[config.mk]
export PLATFORM = sky130hd
export DESIGN_NAME = mem_port_arbiter
export DESIGN_NICKNAME = d
export VERILOG_FILES = /design/src/rtl/mem_port_arbiter.sv
export SDC_FILE = /design/constraint.sdc
export NUM_CORES = 1
export LEC_CHECK = 0
export CORE_UTILIZATION = 50
export CTS_BUF_LIST = sky130_fd_sc_hd__clkbuf_8
export CTS_CLUSTER_DIAMETER = 80
export DETAILED_ROUTE_END_ITERATION = 6
export GPL_TIMING_DRIVEN = 1
export PLACE_DENSITY = 0.93
export SYNTH_ARGS = -nofsm -noshare
export SYNTH_HDL_FRONTEND = slang
export SYNTH_SLANG_ARGS = --single-unit
[constraint.sdc]
create_clock -name clk -period 4.4 [get_ports clk]
set_clock_uncertainty 0.05 [all_clocks]
set_input_delay 0.44 -clock clk [delete_from_list [all_inputs] [get_ports clk]]
set_output_delay 0.44 -clock clk [all_outputs]
set_load 0.02 [all_outputs]
[src/rtl/mem_port_arbiter.sv]
// Shares one byte-wide memory port between fetch and load/store requesters.
// Each grant becomes 1, 2 or 4 little-endian byte beats; ties alternate round-robin.
module mem_port_arbiter #(
  parameter int ADDR_W = 12
) (
  input  logic              clk,
  input  logic              rst_n,
  input  logic              if_req,
  input  logic [ADDR_W-1:0] if_addr,
  output logic              if_ready,
  output logic [31:0]       if_rdata,
  input  logic              d_req,
  input  logic              d_we,
  input  logic [1:0]        d_size,
  input  logic [ADDR_W-1:0] d_addr,
  input  logic [31:0]       d_wdata,
  output logic              d_ready,
  output logic [31:0]       d_rdata,
  output logic [ADDR_W-1:0] mem_addr,
  output logic              mem_we,
  output logic [7:0]        mem_wdata,
  input  logic [7:0]        mem_rdata
);

  typedef enum logic [1:0] {IDLE, BEAT, DONE} state_t;

  localparam logic P_FETCH = 1'b0;
  localparam logic P_DATA  = 1'b1;

  // Request fields frozen at grant; last_beat is N-1.
  typedef struct packed {
    logic              port;
    logic [ADDR_W-1:0] base;
    logic              we;
    logic [1:0]        last_beat;
    logic [31:0]       wdata;
  } xfer_t;

  state_t      state_q, state_d;
  xfer_t       xfer_q, xfer_d;
  logic [1:0]  beat_q, beat_d;
  logic        last_grant_q, last_grant_d;
  logic [31:0] if_rdata_q, if_rdata_d;
  logic [31:0] d_rdata_q, d_rdata_d;

  logic        gnt;
  logic [31:0] rd_word;
  logic [4:0]  lane_lsb;

  assign lane_lsb = {beat_q, 3'b000};

  always_comb begin
    state_d      = state_q;
    xfer_d       = xfer_q;
    beat_d       = beat_q;
    last_grant_d = last_grant_q;
    if_rdata_d   = if_rdata_q;
    d_rdata_d    = d_rdata_q;
    gnt          = P_FETCH;
    rd_word      = '0;
    case (state_q)
      IDLE: begin
        if (if_req || d_req) begin
          // On a tie, the port that did not win last time goes next.
          if (if_req && d_req) gnt = ~last_grant_q;
          else                 gnt = d_req;
          xfer_d.port = gnt;
          if (gnt == P_DATA) begin
            xfer_d.base  = d_addr;
            xfer_d.we    = d_we;
            xfer_d.wdata = d_wdata;
            case (d_size)
              2'd0:    xfer_d.last_beat = 2'd0;
              2'd1:    xfer_d.last_beat = 2'd1;
              default: xfer_d.last_beat = 2'd3;
            endcase
            d_rdata_d = '0;
          end else begin
            xfer_d.base      = if_addr;
            xfer_d.we        = 1'b0;
            xfer_d.wdata     = '0;
            xfer_d.last_beat = 2'd3;
            if_rdata_d       = '0;
          end
          beat_d  = 2'd0;
          state_d = BEAT;
        end
      end
      BEAT: begin
        if (!xfer_q.we) begin
          rd_word = (xfer_q.port == P_DATA) ? d_rdata_q : if_rdata_q;
          rd_word[lane_lsb +: 8] = mem_rdata;
          if (xfer_q.port == P_DATA) d_rdata_d  = rd_word;
          else                       if_rdata_d = rd_word;
        end
        beat_d = beat_q + 2'd1;
        if (beat_q == xfer_q.last_beat) state_d = DONE;
      end
      DONE: begin
        last_grant_d = xfer_q.port;
        state_d      = IDLE;
      end
      default: state_d = IDLE;
    endcase
  end

  always_ff @(posedge clk or negedge rst_n) begin
    if (!rst_n) begin
      state_q      <= IDLE;
      xfer_q       <= '0;
      beat_q       <= 2'd0;
      last_grant_q <= P_DATA;
      if_rdata_q   <= '0;
      d_rdata_q    <= '0;
    end else begin
      state_q      <= state_d;
      xfer_q       <= xfer_d;
      beat_q       <= beat_d;
      last_grant_q <= last_grant_d;
      if_rdata_q   <= if_rdata_d;
      d_rdata_q    <= d_rdata_d;
    end
  end

  // Memory-side outputs decode straight from state so reset silences them at once.
  always_comb begin
    mem_addr  = '0;
    mem_we    = 1'b0;
    mem_wdata = '0;
    if (state_q == BEAT) begin
      mem_addr = xfer_q.base + {{(ADDR_W-2){1'b0}}, beat_q};
      if (xfer_q.we) begin
        mem_we    = 1'b1;
        mem_wdata = xfer_q.wdata[lane_lsb +: 8];
      end
    end
  end

  assign if_ready = (state_q == DONE) && (xfer_q.port == P_FETCH);
  assign d_ready  = (state_q == DONE) && (xfer_q.port == P_DATA);
  assign if_rdata = if_rdata_q;
  assign d_rdata  = d_rdata_q;

endmodule

# After elaboration in Yosys (flattened, before gate mapping)

Cells that the tools add are included.

Bits of input ports: 71
Bits in registers: 117

Multiplexer cells: 27
Reductions and logical operators: 12
Bitwise gates (word level): 2
Add/sub/neg operators: 3
Equal/unequal tests: 11
Shift-type cells: 3

Operators by type and width:

| kind                                                  | number |
|---|---|
| 2-to-1 mux 32 bit                                     | 9 |
| case mux 32 bit (2 select lines)                      | 2 |
| 2-to-1 mux 47 bit                                     | 1 |
| bitwise mux 32 bit                                    | 1 |
| variable shift 8 x 7 -> 32 bit (first input constant) | 1 |
| variable part select 32 x 6 -> 8 bit                  | 1 |
| variable part select 8 x 7 -> 32 bit                  | 1 |
| 2-to-1 mux 8 bit                                      | 2 |
| != test 2 bit (second input constant)                 | 7 |
| adder 12 x 2 -> 12 bit                                | 1 |
| 2-to-1 mux 12 bit                                     | 1 |
| case mux 2 bit (2 select lines)                       | 3 |
| AND reduction 5 bit                                   | 2 |
| negation 5 -> 7 bit                                   | 1 |
| 2-to-1 mux 2 bit                                      | 3 |
| AND reduction 2 bit                                   | 3 |
| 2-to-1 mux 1 bit                                      | 5 |
| equality test 2 x 1 -> 1 bit (second input constant)  | 2 |
| zero test 2 bit                                       | 2 |
| logical AND 1 bit                                     | 3 |
| adder 2 x 1 -> 2 bit (second input constant)          | 1 |
| equality test 2 bit                                   | 1 |
| equality test 2 bit (second input constant)           | 1 |
| inverter 1 bit                                        | 2 |
| other kinds (2)                                       | 2 |

# Longest topological paths before layout

Depth in word-level cells: 7
Gate-level depth with buffers: 9
Gate-level depth less buffers: 6

# Least setup slack after synthesis

OpenSTA, ideal clock, no wires.

Path kind: register to register
Start: register beat_q[1]
End: register if_rdata_q[6] (netlist: if_rdata[6])
Stages on the path, launching flop included: 8
Buffers on the path: 1
Data arrival time: 2,028 ps
Slack: 2,257 ps
Cells stage by stage: dfrtp_1 -> clkbuf_1 -> inv_1 -> ha_1 -> nand4bb_1 -> nor2_1 -> o2bb2ai_1 -> mux2_2

Longest elaborated chain between the ends: 6
Elaborated cells between the ends (all ways): 7

Ends and longest elaborated chain:

| element                                                                                       | line | RTL |
|---|---|---|
| from (decl)                                                                                   | 41   | `logic [1:0] beat_q, beat_d;` |
| from (signal assigned)                                                                        | 118  | `beat_q <= beat_d;` |
| negation 5 -> 7 bit *                                                                         | 92   | `rd_word[lane_lsb +: 8] = mem_rdata;` |
| variable part select 8 x 7 -> 32 bit / variable shift 8 x 7 -> 32 bit (equally long branches) | 92   |  |
| bitwise mux 32 bit *                                                                          | 92   |  |
| 2-to-1 mux 32 bit *                                                                           | 93   | `if (xfer_q.port == P_DATA) d_rdata_d = rd_word;` |
| 2-to-1 mux 32 bit *                                                                           | 90   | `if (!xfer_q.we) begin` |
| case mux 32 bit (2 select lines) *                                                            | 61   | `case (state_q)` |
| to (signal assigned)                                                                          | 120  | `if_rdata_q <= if_rdata_d;` |
| to (decl)                                                                                     | 43   | `logic [31:0] if_rdata_q, if_rdata_d;` |

Every way passes the cells marked *; elsewhere a longest branch is shown, timed or not. The select of a mux whose other input is x is not followed.
A chain may end at the register's enable or synchronous reset.

# Worst setup path after layout

Start: register beat_q[1]
End: output port mem_addr[6]

Longest elaborated chain between the ends: 2

Ends and longest elaborated chain:

| element                | line | RTL |
|---|---|---|
| adder 12 x 2 -> 12 bit | 131  | `mem_addr = xfer_q.base + {{(ADDR_W-2){1'b0}}, beat_q};` |
| 2-to-1 mux 12 bit      | 130  | `if (state_q == BEAT) begin` |
| to (decl)              | 19   | `output logic [ADDR_W-1:0] mem_addr,` |

No other way between the ends.

==> flow_summary.rst <==
.. list-table::
   :header-rows: 1

   * - Metric
     - Value
   * - Worst setup path category
     - reg -> out
   * - Power per unit of standard cell area
     - 703 nW/µm²
   * - Layout overhead on the synthesized area
     - 34.7%
   * - Clk sink count
     - 117
   * - Placed cell count
     - 777
   * - Final global-route overflow total
     - 0
   * - Global-route usage over all layers
     - 26.4%
   * - Sequential-to-total area share from yosys stat
     - 49.9%
   * - Metal-1 WL
     - 6230 µm
   * - Placement Cell Area
     - 7500 µm²
   * - Share of async-settable or async-resettable flops after synthesis
     - 100%
   * - Class of the tightest hold or removal check
     - in -> async
   * - Final period utilization
     - 76.7%
   * - H-tree Lvls
     - 4
   * - Layout Cells excl Fill
     - 809
   * - Post-synthesis average cell area
     - 11.6 µm²
   * - Cell at the root of the clock tree
     - sky130_fd_sc_hd__clkbuf_8
   * - Final worst path period need
     - 3.38 ns
   * - Latest clock arrival within the worst-skew pair
     - 0.42 ns
   * - Number of nets with antenna violations after detailed routing
     - 0
   * - Final core area utilization
     - 69.3%
   * - Standard cell core area
     - 11400 µm²
   * - Wire length of the first global-routing pass
     - 23900 µm
   * - Number of synthesized register bits
     - 117
   * - Final count of negative-setup-slack endpoints
     - 0
   * - Total leakage power
     - 3.55 nW
   * - Avg WL per Cell
     - 19.0 µm
   * - Worst hold margin
     - 0.115 ns
   * - Routed wire length on met2
     - 7670 µm
   * - Top Metal Used
     - met4
   * - Count of mapped cells out of synthesis
     - 506
   * - Number of enable flip-flop cells after synthesis
     - 0
   * - Vias in the first global route
     - 4857
   * - Largest net degree at the start of global routing
     - 76
   * - Final routed wirelength across all metal layers
     - 15400 µm
   * - Post-synthesis instance area
     - 5870 µm²
   * - Area of the die
     - 12200 µm²
   * - Fin nets
     - 732
   * - Transition at the pin with the smallest max-transition slack
     - 1.13 ns
   * - DR pass1 iterations
     - 5
   * - Fraction of final layout cells with drive strength greater than 1
     - 13.5%
   * - Antenna violations before repair
     - 0
   * - Number of buffers inserted for hold repair after clock tree synthesis
     - 0
   * - Row Count
     - 39
   * - Setup repair after global routing missed its margin
     - false
   * - Diodes inserted
     - 0
   * - Post-synth cell types
     - 51
   * - Outcome
     - finished clean
   * - Setup slack at placement
     - 1.44 ns
   * - Post-route DRC
     - 0
   * - Hold Violations, Final
     - 0
   * - Peak supply drop
     - 0.414 mV
   * - Final count of pins violating max slew
     - 0
   * - Weighted congestion reported at the end of routability-driven placement
     - 0.856
   * - Post-CTS resize count
     - 0
   * - Die height
     - 110 µm
   * - Port-buffer cells
     - 157
   * - CP max FO
     - 14
   * - Die width
     - 110 µm
   * - Relative slew slack
     - 24.5%
   * - Nature of the critical path endpoint
     - primary output
   * - Initial core utilization
     - 51.4%
   * - # fillers
     - 873
   * - TritonCTS buffer count
     - 17
   * - Yosys Warn Count
     - 0
   * - Syn Nets
     - 585
   * - Total Neg Setup Slack
     - 0 ns
   * - Prevailing post-synth register cell
     - sky130_fd_sc_hd__dfrtp_1
   * - Total power after layout
     - 5.56 mW
   * - Maximum achievable frequency
     - 296 MHz
   * - Clock-pin slew on the worst setup and hold paths
     - 0.07 ns
   * - Routed vias/inst
     - 5.87
   * - Routed via count
     - 4749
   * - Max capacitance violation total
     - 0
   * - Final worst slack
     - 1.02 ns
   * - Half-perimeter wire length of the detailed placement result
     - 10800 µm
   * - Final design instance area without fill
     - 7910 µm²
   * - Setup crit start kind
     - flip-flop
   * - Clock tree from TritonCTS
     - built
   * - Detailed router's first-iteration violation count
     - 292
   * - Detail Route met3 WL
     - 1130 µm
   * - # IOs
     - 158
   * - Critical Path AT
     - 2.89 ns
   * - Number of buffers added for setup after CTS
     - 0
   * - Clock buffer depth
     - 2
   * - Required arrival time at the worst endpoint
     - 3.91 ns
==> cells in the final DEF, fill, tap and decap left out, types with 14 or more instances in the layout <==
cell / Yosys / layout
sky130_fd_sc_hd__o21ai_0: 22 / 22
sky130_fd_sc_hd__o22ai_1: 19 / 19
sky130_fd_sc_hd__clkdlybuf4s50_1: 0 / 156
sky130_fd_sc_hd__mux2_2: 24 / 24
sky130_fd_sc_hd__a22o_1: 45 / 45
sky130_fd_sc_hd__nand3_1: 21 / 21
sky130_fd_sc_hd__mux2i_1: 44 / 44
sky130_fd_sc_hd__clkbuf_8: 0 / 20
sky130_fd_sc_hd__nor2_1: 14 / 14
sky130_fd_sc_hd__nand2_1: 49 / 49
sky130_fd_sc_hd__dfrtp_1: 116 / 115
==> where the power goes <==
group          leakage [nW]  internal, mW  switching (mW)
logic                  1.78          1.25            1.41
clock network         0.220         0.595           0.416
registers              1.56          1.45           0.435
==> cells in the mapped netlist (2+ instances only) <==
cell | count | share of area, %
sky130_fd_sc_hd__a21oi_1 | 5 | 0.43
sky130_fd_sc_hd__a22o_1 | 45 | 6.7
sky130_fd_sc_hd__and2_1 | 4 | 0.43
sky130_fd_sc_hd__and3_1 | 9 | 0.96
sky130_fd_sc_hd__buf_1 | 2 | 0.13
sky130_fd_sc_hd__buf_2 | 11 | 0.94
sky130_fd_sc_hd__buf_4 | 2 | 0.26
sky130_fd_sc_hd__buf_6 | 4 | 0.77
sky130_fd_sc_hd__clkbuf_1 | 16 | 1.0
sky130_fd_sc_hd__dfrtp_1 | 116 | 49
sky130_fd_sc_hd__ha_1 | 7 | 1.5
sky130_fd_sc_hd__inv_1 | 8 | 0.51
sky130_fd_sc_hd__mux2_2 | 24 | 4.6
sky130_fd_sc_hd__mux2_4 | 10 | 2.6
sky130_fd_sc_hd__mux2i_1 | 44 | 7.5
sky130_fd_sc_hd__mux4_2 | 8 | 3.1
sky130_fd_sc_hd__nand2_1 | 49 | 3.1
sky130_fd_sc_hd__nand2b_1 | 7 | 0.75
sky130_fd_sc_hd__nand3_1 | 21 | 1.8
sky130_fd_sc_hd__nand3b_1 | 2 | 0.26
sky130_fd_sc_hd__nand4b_1 | 2 | 0.30
sky130_fd_sc_hd__nand4bb_1 | 2 | 0.38
sky130_fd_sc_hd__nor2_1 | 14 | 0.89
sky130_fd_sc_hd__nor2b_1 | 2 | 0.21
sky130_fd_sc_hd__nor3_1 | 5 | 0.43
sky130_fd_sc_hd__nor4_1 | 2 | 0.21
sky130_fd_sc_hd__o21ai_0 | 22 | 1.9
sky130_fd_sc_hd__o22a_1 | 2 | 0.30
sky130_fd_sc_hd__o22ai_1 | 19 | 2.0
sky130_fd_sc_hd__o2bb2ai_1 | 4 | 0.60
sky130_fd_sc_hd__o32ai_1 | 6 | 0.89
sky130_fd_sc_hd__o41ai_1 | 3 | 0.45
sky130_fd_sc_hd__or2_2 | 2 | 0.21
sky130_fd_sc_hd__or3_1 | 2 | 0.21
sky130_fd_sc_hd__xnor2_1 | 7 | 1.0
sky130_fd_sc_hd__xor2_1 | 3 | 0.45
==> registers in the layout (all words and copies together), names as in the netlist <==
signal / cells
beat_q: 2
last_grant_q: 1
d_rdata: 32
if_rdata: 32
xfer_q: 48
state_q: 2
==> area by class of cell <==
class	count	area (µm²)	area share (%)
clock inverter	12	135	1.71
tap	143	179	2.26
inverter	8	30.0	0.380
timing repair buffer	164	1620	20.5
clock buffer	20	275	3.48
sequential	117	2930	37.1
multi-input combinational	345	2740	34.6
==> worst max-delay path, stage by stage (launching register included) <==
cell                              delay [ns]
sky130_fd_sc_hd__dfrtp_1                0.76
sky130_fd_sc_hd__fa_1                   0.39
sky130_fd_sc_hd__nand2_1                0.09
sky130_fd_sc_hd__or3_1                  0.33
sky130_fd_sc_hd__a21oi_1                0.25
sky130_fd_sc_hd__clkdlybuf4s50_1        0.65
==> logic make-up after synthesis <==
kind of cell,share of synthesized area (%)
AO/OA/AOI/OAI,14.2
XOR/XNOR,1.49
adder cells (fa/ha/maj),1.83
buffers and inverters,3.71
flip-flops,49.9
multiplexers,17.7
AND/OR/NAND/NOR,11.1
==> worst paths after layout <==
path,from,end,slack [ns],depth (start not counted)
max,beat_q[1],mem_addr[6],1.02,5
min,rst_n,if_rdata[24],0.12,1
max reg2reg,xfer_q[47],if_rdata[15],1.68,4
min reg2reg,xfer_q[35],xfer_q[35],0.45,2
max in group asynchronous,rst_n,xfer_q[47],3.06,2
min in group clk,xfer_q[35],xfer_q[35],0.45,2
==> metal layers <==
metal	track usage, %	up-vias
met5	0	-
met2	43.1	227
met3	7.05	37
met4	11.3	0
met1	33.0	2313
li1	-	2172
Note: power is estimated with default switching activity, not from simulation.
==> edit (same settings) <==
Change the parameter `ADDR_W` from 12 to 13.
--- a/src/rtl/mem_port_arbiter.sv
+++ b/src/rtl/mem_port_arbiter.sv
@@ -2,5 +2,5 @@
 // Each grant becomes 1, 2 or 4 little-endian byte beats; ties alternate round-robin.
 module mem_port_arbiter #(
-  parameter int ADDR_W = 12
+  parameter int ADDR_W = 13
 ) (
   input  logic              clk,
Ports: changed (resized d_addr, if_addr and mem_addr); port bits go from 158 to 161. The function was not compared with the original's and may differ.
==> edit against the original RTL <==
Setup slack got worse by 190 ps. Total power increased by 3.9%. Cell area increased by 3.5%. Sequential cell count increased by 1. Area after synthesis increased by 3.8%. Register-to-register slack improved by 220 ps. Largest power group unchanged. Global-route usage decreased by 0.11 points. Wire length increased by 3.6%.
==> edit: results (changes against the original RTL) <==
Logic synthesis
  – Post-Synthesis Cells: 471 (was 506)
  – Post-synthesis xor/xnor area fraction: 0.575% (was 1.49%)
  – Compound-Gate Fraction of Synth Area: 11.3% (was 14.2%)
  – Top post-synthesis cells by area: dfrtp_1 48%, mux2i_1 6.7%, mux2_4 6.7% (was dfrtp_1 49%, mux2i_1 7.5%, a22o_1 6.7%)
  – Adder-Cell Fraction of Synth Area: 1.77% (was 1.83%)
  – Multiplexer share of the synthesized area: 26.9% (was 17.7%)
  – Sequential fraction of the synthesis area: 48.5% (was 49.9%)
  – Top cells by count, synth: 117 x dfrtp_1, 41 x mux2i_1, 33 x a22o_1 (was 116 x dfrtp_1, 49 x nand2_1, 45 x a22o_1)

Placed design
  – Placer congestion estimate: 0.819 (was 0.856)
  – Cells after DPL: 748 (was 777)
  – # port buffers: 160 (was 157)
  – Hpwl dp: 11,100 µm (was 10,800 µm)
  – Pre-CTS WS: 1310 ps (was 1440 ps)

Layout
  – Layout fillers: 783 (was 873)
  – Max reg flops: 49 (was 48)
  – Final nets: 705 (was 732)
  – Layout cell share with drive strength beyond 1: 17.7% (was 13.5%)
  – Post-Layout Cell Count: 780 (was 809)

Timing
  – Fin crit share: 81.1% (was 76.7%)
  – Least-Margin Pin Slew: 1080 ps (was 1130 ps)

Drt
  – Detailed-route wire length per cell: 20.4 µm (was 19.0 µm)
  – DR vias: 4,713 (was 4,749)
  – DR iter-0 viols: 317 (was 292)

Worst setup path
  – Maximum net fanout on the critical path: 18 (was 14)
  – Launch point of the worst reg-to-reg path: beat_q[1] (was xfer_q[47])
  – Worst R2R End: if_rdata[3] (was if_rdata[15])
  – Register-to-Register Path Depth: 5 (was 4)
  – CP peak stage delay: 660 ps (was 760 ps)
  – R2R setup slack: 1900 ps (was 1680 ps)
  – Critical path's slowest cell: clkdlybuf4s50_1 (was dfrtp_1)

Global routing
  – Largest net degree at the start of global routing: 79 (was 76)

Power
  – Peak VDD IR: 0.413 mV (was 0.414 mV)
  – Lkg Pwr: 3.70 nW (was 3.55 nW)

Status
  – Result of the run: complete, no violations (unchanged)

CTS
  – Worst-skew pair later-pin latency: 440 ps (was 420 ps)
==> edit: per-stage QoR <==
stage	total power (W)	util [%]	hold WS, ps
floorplan	0.00374	-	94.4
global placement	0.00460	66.6	433
detailed placement	0.00472	66.6	441
CTS	0.00577	70.2	126
global route	0.00605	70.2	177
finish	0.00577	70.2	88.3
==> edit: metal layers <==
layer  global-route usage [%]  wire length, µm  up-vias
met1                     33.2             6520     2374
met3                     7.51             1230       23
met2                     43.4             7910      235
met4                     8.98              272        0
met5                        0                0        -
li1                         -                -     2081
==> edit: how the worst max path moves through the flow <==
stage and endpoint:
2_1_floorplan mem_addr[10], 3_3_place_gp mem_addr[10], 3_5_place_dp mem_addr[10], 4_1_cts mem_addr[10], 5_1_grt mem_addr[10], 6_report mem_addr[10]
==> edit: cell type report <==
cell class	instances	area, µm²	share of cell area (%)
flip-flops and latches	118	2960	36.1
multi-input cells	304	2910	35.6
repair buffers	169	1670	20.4
clock buffers	21	289	3.53
well taps	143	179	2.19
clock inverters	11	130	1.59
inverters	14	52.6	0.642
==> edit: critical path: cells and delay by family, from the launching register on <==
| kind | cells | cell delay (ps) |
|---|---|---|
| DFF | 1 | 320 |
| AOI/OAI and AO/OA | 1 | 190 |
| and+or+nand+nor | 2 | 700 |
| adders and majority gates | 2 | 500 |
| buffers and inverters | 2 | 930 |
==> edit: power breakdown <==
part	total, W	internal, W	switching [W]
Clock	0.00104	0.000611	0.000428
Sequential	0.00185	0.00145	0.000397
Combinational	0.00288	0.00139	0.00150
==> edit: cells by family (layout without fill, tap and decap cells) <==
group           Yosys count  in the layout
mux                     133            133
fa+ha+maj                 8              8
xor+xnor                  4              4
compound gates           90             90
flops                   118            118
buf+inv                  49            215
simple gates             69             69
